File: config.mk
export PLATFORM = sky130hd
export DESIGN_NAME = risc_fetch_unit
export DESIGN_NICKNAME = d
export VERILOG_FILES = /design/src/rtl/fetch_pkg.sv /design/src/rtl/fetch_byte_queue.sv /design/src/rtl/risc_fetch_unit.sv
export SDC_FILE = /design/constraint.sdc
export NUM_CORES = 1
export LEC_CHECK = 0
export BUFFER_PORTS_ARGS = -buffer_cell sky130_fd_sc_hd__clkbuf_2
export CAP_MARGIN = 20
export CORE_ASPECT_RATIO = 2
export CORE_MARGIN = 8
export CORE_UTILIZATION = 52
export CTS_BUF_LIST = sky130_fd_sc_hd__clkbuf_8
export CTS_CLUSTER_SIZE = 8
export DETAILED_ROUTE_END_ITERATION = 6
export GPL_TIMING_DRIVEN = 0
export PLACE_DENSITY_LB_ADDON = 0.3
export SLEW_MARGIN = 20
export SYNTH_ARGS = -nofsm -noshare
export SYNTH_HDL_FRONTEND = slang
export SYNTH_SLANG_ARGS = --single-unit
File: constraint.sdc
create_clock -name clk -period 9.2 [get_ports clk]
set_clock_uncertainty 0.1 [all_clocks]
set_input_delay 1.84 -clock clk [delete_from_list [all_inputs] [get_ports clk]]
set_output_delay 1.84 -clock clk [all_outputs]
set_load 0.02 [all_outputs]
File: src/rtl/fetch_pkg.sv
// Shared widths and types for the byte-granular instruction fetch unit.
// Defaults describe the standard core configuration; modules derive their own widths from parameters.
package fetch_pkg;

    localparam int DEF_WORD        = 8;
    localparam int DEF_FETCH_BYTES = 4;
    localparam int DEF_QDEPTH      = 8;
    localparam int DEF_PC_WIDTH    = 16;
    localparam int DEF_ROM_AW      = 12;

    localparam int LINE_SHIFT = $clog2(DEF_FETCH_BYTES);
    localparam int CNT_W      = $clog2(DEF_QDEPTH) + 1;

    typedef logic [DEF_WORD-1:0]                 byte_t;
    typedef logic [DEF_FETCH_BYTES*DEF_WORD-1:0] line_t;
    typedef logic [DEF_PC_WIDTH-1:0]             pc_t;

endpackage

File: src/rtl/fetch_byte_queue.sv
// Circular byte queue: pushes the tail of a ROM line starting at a skip offset,
// pops a variable number of bytes, and presents the head bytes as a peek window.
module fetch_byte_queue
    import fetch_pkg::*;
#(
    parameter int WORD        = DEF_WORD,
    parameter int FETCH_BYTES = DEF_FETCH_BYTES,
    parameter int QDEPTH      = DEF_QDEPTH
) (
    input  logic                            clk,
    input  logic                            rst,
    input  logic                            flush_i,
    input  logic                            push_i,
    input  logic [FETCH_BYTES*WORD-1:0]     push_data_i,
    input  logic [$clog2(FETCH_BYTES)-1:0]  push_skip_i,
    input  logic                            pop_i,
    input  logic [$clog2(FETCH_BYTES):0]    pop_len_i,
    output logic [FETCH_BYTES*WORD-1:0]     peek_o,
    output logic [$clog2(QDEPTH):0]         count_o
);

    localparam int QAW = $clog2(QDEPTH);
    localparam int CW  = QAW + 1;

    logic [WORD-1:0] mem_q [QDEPTH];
    logic [QAW-1:0]  wr_ptr_q, rd_ptr_q;
    logic [CW-1:0]   count_q;
    logic [CW-1:0]   push_n, pop_n;

    assign push_n  = push_i ? (CW'(FETCH_BYTES) - CW'(push_skip_i)) : '0;
    assign pop_n   = pop_i ? CW'(pop_len_i) : '0;
    assign count_o = count_q;

    always_ff @(posedge clk) begin
        if (!rst || flush_i) begin
            wr_ptr_q <= '0;
            rd_ptr_q <= '0;
            count_q  <= '0;
        end else begin
            wr_ptr_q <= wr_ptr_q + QAW'(push_n);
            rd_ptr_q <= rd_ptr_q + QAW'(pop_n);
            count_q  <= count_q + push_n - pop_n;
        end
    end

    // Storage needs no reset: bytes beyond count are masked in the peek window.
    always_ff @(posedge clk) begin
        for (int i = 0; i < FETCH_BYTES; i++) begin
            if (push_i && (i >= int'(push_skip_i))) begin
                mem_q[wr_ptr_q + QAW'(i - int'(push_skip_i))] <= push_data_i[i*WORD +: WORD];
            end
        end
    end

    always_comb begin
        peek_o = '0;
        for (int i = 0; i < FETCH_BYTES; i++) begin
            if (CW'(i) < count_q) begin
                peek_o[i*WORD +: WORD] = mem_q[rd_ptr_q + QAW'(i)];
            end
        end
    end

endmodule

File: src/rtl/risc_fetch_unit.sv
// Instruction fetch/prefetch: issues ROM line reads ahead of the decoder, fills a byte queue,
// and tracks the decode PC through variable-length consumption and branch redirects.
module risc_fetch_unit
    import fetch_pkg::*;
#(
    parameter int WORD        = DEF_WORD,
    parameter int FETCH_BYTES = DEF_FETCH_BYTES,
    parameter int QDEPTH      = DEF_QDEPTH,
    parameter int PC_WIDTH    = DEF_PC_WIDTH,
    parameter int ROM_AW      = DEF_ROM_AW,
    parameter int RESET_PC    = 0
) (
    input  logic                            clk,
    input  logic                            rst,
    output logic                            rom_en,
    output logic [ROM_AW-1:0]               rom_addr,
    input  logic [FETCH_BYTES*WORD-1:0]     rom_data,
    output logic [FETCH_BYTES*WORD-1:0]     dec_instr,
    input  logic [$clog2(FETCH_BYTES):0]    dec_len,
    output logic                            dec_valid,
    input  logic                            dec_take,
    output logic [PC_WIDTH-1:0]             pc,
    input  logic                            br_en,
    input  logic [PC_WIDTH-1:0]             br_target,
    output logic [$clog2(QDEPTH):0]         q_count
);

    localparam int LS = $clog2(FETCH_BYTES);
    localparam int CW = $clog2(QDEPTH) + 1;
    localparam int BW = CW + 1;
    localparam logic [PC_WIDTH-1:0] RESET_PC_V = PC_WIDTH'(RESET_PC);
    localparam logic [PC_WIDTH-1:0] LINE_MASK  = ~PC_WIDTH'(FETCH_BYTES - 1);

    logic [PC_WIDTH-1:0] pc_q, pc_d;
    logic [PC_WIDTH-1:0] fetch_pc_q, fetch_pc_d;
    logic [LS-1:0]       skip_q, skip_d;
    logic                pending_q, pending_d;

    logic [BW-1:0] budget;
    logic          push_en;
    logic          pop_en;

    // Queued bytes plus the in-flight line plus the line about to be requested must fit.
    assign budget    = BW'(q_count) + (pending_q ? BW'(FETCH_BYTES) : '0) + BW'(FETCH_BYTES);
    assign rom_en    = rst && !br_en && (budget <= BW'(QDEPTH));
    assign rom_addr  = fetch_pc_q[ROM_AW+LS-1:LS];
    assign push_en   = pending_q && !br_en;
    assign dec_valid = (q_count != '0) && (q_count >= CW'(dec_len));
    assign pop_en    = dec_take && dec_valid && !br_en;
    assign pc        = pc_q;

    fetch_byte_queue #(
        .WORD        (WORD),
        .FETCH_BYTES (FETCH_BYTES),
        .QDEPTH      (QDEPTH)
    ) u_queue (
        .clk         (clk),
        .rst         (rst),
        .flush_i     (br_en),
        .push_i      (push_en),
        .push_data_i (rom_data),
        .push_skip_i (skip_q),
        .pop_i       (pop_en),
        .pop_len_i   (dec_len),
        .peek_o      (dec_instr),
        .count_o     (q_count)
    );

    always_comb begin
        pc_d       = pc_q;
        fetch_pc_d = fetch_pc_q;
        skip_d     = skip_q;
        pending_d  = rom_en;
        if (br_en) begin
            pc_d       = br_target;
            fetch_pc_d = br_target & LINE_MASK;
            skip_d     = br_target[LS-1:0];
            pending_d  = 1'b0;
        end else begin
            if (rom_en) begin
                fetch_pc_d = fetch_pc_q + PC_WIDTH'(FETCH_BYTES);
            end
            if (push_en) begin
                skip_d = '0;
            end
            if (pop_en) begin
                pc_d = pc_q + PC_WIDTH'(dec_len);
            end
        end
    end

    always_ff @(posedge clk) begin
        if (!rst) begin
            pc_q       <= RESET_PC_V;
            fetch_pc_q <= RESET_PC_V & LINE_MASK;
            skip_q     <= RESET_PC_V[LS-1:0];
            pending_q  <= 1'b0;
        end else begin
            pc_q       <= pc_d;
            fetch_pc_q <= fetch_pc_d;
            skip_q     <= skip_d;
            pending_q  <= pending_d;
        end
    end

endmodule

==> run_results.csv <==
group,metric,value,unit
min_path,hp-class,"flop to flop",
clock_tree,cts_buffer_depth,2,
power_and_ir_drop,switching_share,0.348,
critical_path,critPathBufInv,6,
critical_path,startpoint_type,"flop",
sta,finalCriticalPeriod,6160,ps
critical_path,worstPathRequired,7260,ps
placed_design,numPortBuffers,89,
sta,max_clock_freq,162,MHz
job,max-cap-violations,0,
outcome,status,"finished with violations",
critical_path,worstPathCellList,"buf_2 -> clkbuf_1 -> buf_2 -> inv_1 -> ha_1 -> xnor2_1 -> buf_2 -> mux4_2 -> a22o_1 -> clkbuf_2",
synthesis,synthCells,814,
layout,drive_above_1_share,0.240,
clock_tree,cts_made_buffers,9,
grt,grt_pass1_vias,7715,
clock_tree,htree_levels,3,
synthesis,synth_area,8520,um2
floorplan,die_x,107,um
synthesis,ys_ff_latch,105,
layout,diodes,0,
power_and_ir_drop,power,1.12,mW
power_and_ir_drop,p_switching,0.392,mW
synthesis,post-synth-top-area-cell,"edfxtp_1",
floorplan,start_util,0.527,
floorplan,core,16200,um2
route,ant_nets,0,
outcome,violations,"design-rule violations",
power_and_ir_drop,seq_power_share,0.484,
power_and_ir_drop,power.leakage,3.49,nW
route,wl,27700,um
synthesis,synthArstFlopShare,0,
grt,grt_max_degree,21,
clock_tree,root_buffer,"clkbuf_8",
sta,rsz0062_at_grt,"no",
clock_tree,insertion_delay,380,ps
placed_design,gp_congestion,0.933,
synthesis,netlist_top_cells_count,"71 x mux2i_1, 64 x edfxtp_1, 57 x mux4_2",
sta,tightest_slew,1190,ps
layout,final_core_util,0.587,
floorplan,placementRows,66,
synthesis,syn_nets,904,
synthesis,ys_top_cells_by_area,"edfxtp_1 23%, mux4_2 15%, dfxtp_1 9.6%",
critical_path,end_kind,"primary output",
placed_design,post_dp_cell_area,9310,um2
clock_tree,ctsHoldBuffers,0,
route,viasPerCell,6.64,
sta,hold_violations,0,
synthesis,avgSynthCellArea,10.5,um2
floorplan,ios,121,
sta,finalSetupTns,0,ps
clock_tree,cts_tree,"built",
grt,grt_pass1_wl,42300,um
route,vias,7498,
grt,grt.overflow.total,0,
power_and_ir_drop,comb_power_share,0.262,
synthesis,synthDistinctLibCells,65,
synthesis,synth.most_common_cell,"mux2i_1",
placed_design,place_ws,3540,ps
layout,synthToLayoutAreaGrowth,11.5,%
critical_path,critical_path_class,"flop to primary output",
grt,busiest_layer,"met2",
clock_tree,numClockSinks,105,
power_and_ir_drop,p_clk_frac,0.254,
sta,fin_crit_sh,0.670,
placed_design,dp_hpwl,22700,um
route,avgRoutedWirePerCell,24.5,um
critical_path,cp.arrival,4220,ps
critical_path,path_common_cell,"buf_2",
sta,fin_ws,3040,ps
route,dr.pass1.iters,7,
critical_path,path_delay_family,"buffers and inverters",
grt,globalRouteMet1Util,0.243,
critical_path,worst_path_largest_cell_delay,770,ps
power_and_ir_drop,peakVddDrop,0.0000686,V
critical_path,crit_fanout,10,
sta,slew_headroom,0.198,
grt,grt_usage,0.262,
clock_tree,cts_resized,0,
layout,nets,1010,
clock_tree,cts_setup_buffers,0,
grt,gr-usage-met2,0.483,
power_and_ir_drop,intPower,0.733,mW
synthesis,ys.flop_type,"edfxtp_1",
layout,post-route-cell-area,9500,um2
sta,drv_slew,0,
sta,setup_violations,0,
layout,n_fill_cell,1486,
floorplan,die_area,21000,um2
synthesis,yosys.area.top_type_share,0.225,
floorplan,chipHeight,197,um
critical_path,crit_slowest_cell,"xnor2_1",
clock_tree,path_clk_slew,110,ps
power_and_ir_drop,powerDensity,118,nW/um2
route,drc,2,
route,drt_iter0_markers,486,
grt,antenna_found_initial,0,
synthesis,synth_edf_count,64,
synthesis,ys_warn_count,0,
grt,grtUsageMet3,0.0428,
synthesis,seq_area_frac_synth,0.322,
==> per-layer routing <==
| layer | share of wire | vias to the layer above |
|---|---|---|
| met1 | 0.32 | 3592 |
| met5 | 0 | - |
| met4 | 0.077 | 0 |
| met3 | 0.057 | 140 |
| li1 | - | 3356 |
| met2 | 0.54 | 410 |
==> final cells by class <==
| type | count | area (um2) | area share |
|---|---|---|---|
| timing repair buffer | 95 | 485 | 0.0511 |
| clock buffer | 9 | 124 | 0.0130 |
| sequential | 105 | 2740 | 0.289 |
| inverter | 30 | 113 | 0.0118 |
| tap | 204 | 255 | 0.0269 |
| multi-input combinational | 614 | 5420 | 0.570 |
| buffer | 65 | 297 | 0.0312 |
| clock inverter | 7 | 67.6 | 0.00711 |
==> worst paths after layout <==
check,startpoint,cells after the start,slack [ps],endpoint
min reg2reg,pc[0],2,420,pc[0]
max,u_queue.rd_ptr_q[0],10,3040,dec_instr[30]
min,pc[0],2,420,pc[0]
max reg2reg,skip_q[1],9,5380,u_queue.mem_q[0][3]
==> power groups by stage <==
stage                     clock network, mW  logic, mW  registers (mW)
final                                 0.285      0.294           0.545
after global routing                  0.304      0.315           0.547
after CTS                             0.288      0.292           0.544
after detailed placement                  0      0.291           0.555
after global placement                    0      0.281           0.554
after floorplan                           0      0.183           0.561
==> sequential cells by signal (all words and copies together) (netlist names) <==
register	cells
u_queue.mem_q	64
pc	16
fetch_pc_q	12
u_queue.count_o	4
u_queue.rd_ptr_q	3
u_queue.wr_ptr_q	3
skip_q	2
pending_q	1
==> worst register-to-register path, delay by kind of cell (launching register included) <==
family,cells,cell delay [ps]
buffers and inverters,2,470
xor gates and xnor gates,2,580
adders and majority gates,2,520
AOI/OAI and AO/OA,1,290
and+or+nand+nor,2,1080
DFF,1,490
==> layout by cell type, fill, tap and decap left out, drive strengths merged, types with 5 or more instances in the layout <==
cell / instances
edfxtp: 64
a22o: 16
nand4: 8
and3: 7
a21oi: 40
a22oi: 55
mux2i: 71
xnor2: 19
nand2: 55
nor2b: 9
a31oi: 7
dfxtp: 41
fa: 7
nor2: 39
ha: 28
inv: 35
clkbuf: 126
and2: 10
mux4: 57
o21ai: 78
xor2: 19
buf: 41
nor3: 19
o22ai: 7
nand3: 16
a221oi: 5
or3: 6
==> through the flow <==
step | hold WS (ps) | instances
CTS | 418 | 1129
global route | 442 | 1129
detailed placement | 403 | 1113
global placement | 389 | 1107
finish | 420 | 1129
floorplan | 461 | 814
==> kinds of logic (layout without fill, tap and decap cells) <==
group,count (synthesis),count (layout),share of synthesized area
compound gates,224,224,0.168
flops,105,105,0.322
mux,128,128,0.234
buf+inv,95,206,0.0480
fa+ha+maj,35,35,0.0575
simple gates,189,189,0.124
xor+xnor,38,38,0.0474
No activity file was read; power rests on OpenSTA's default activity.
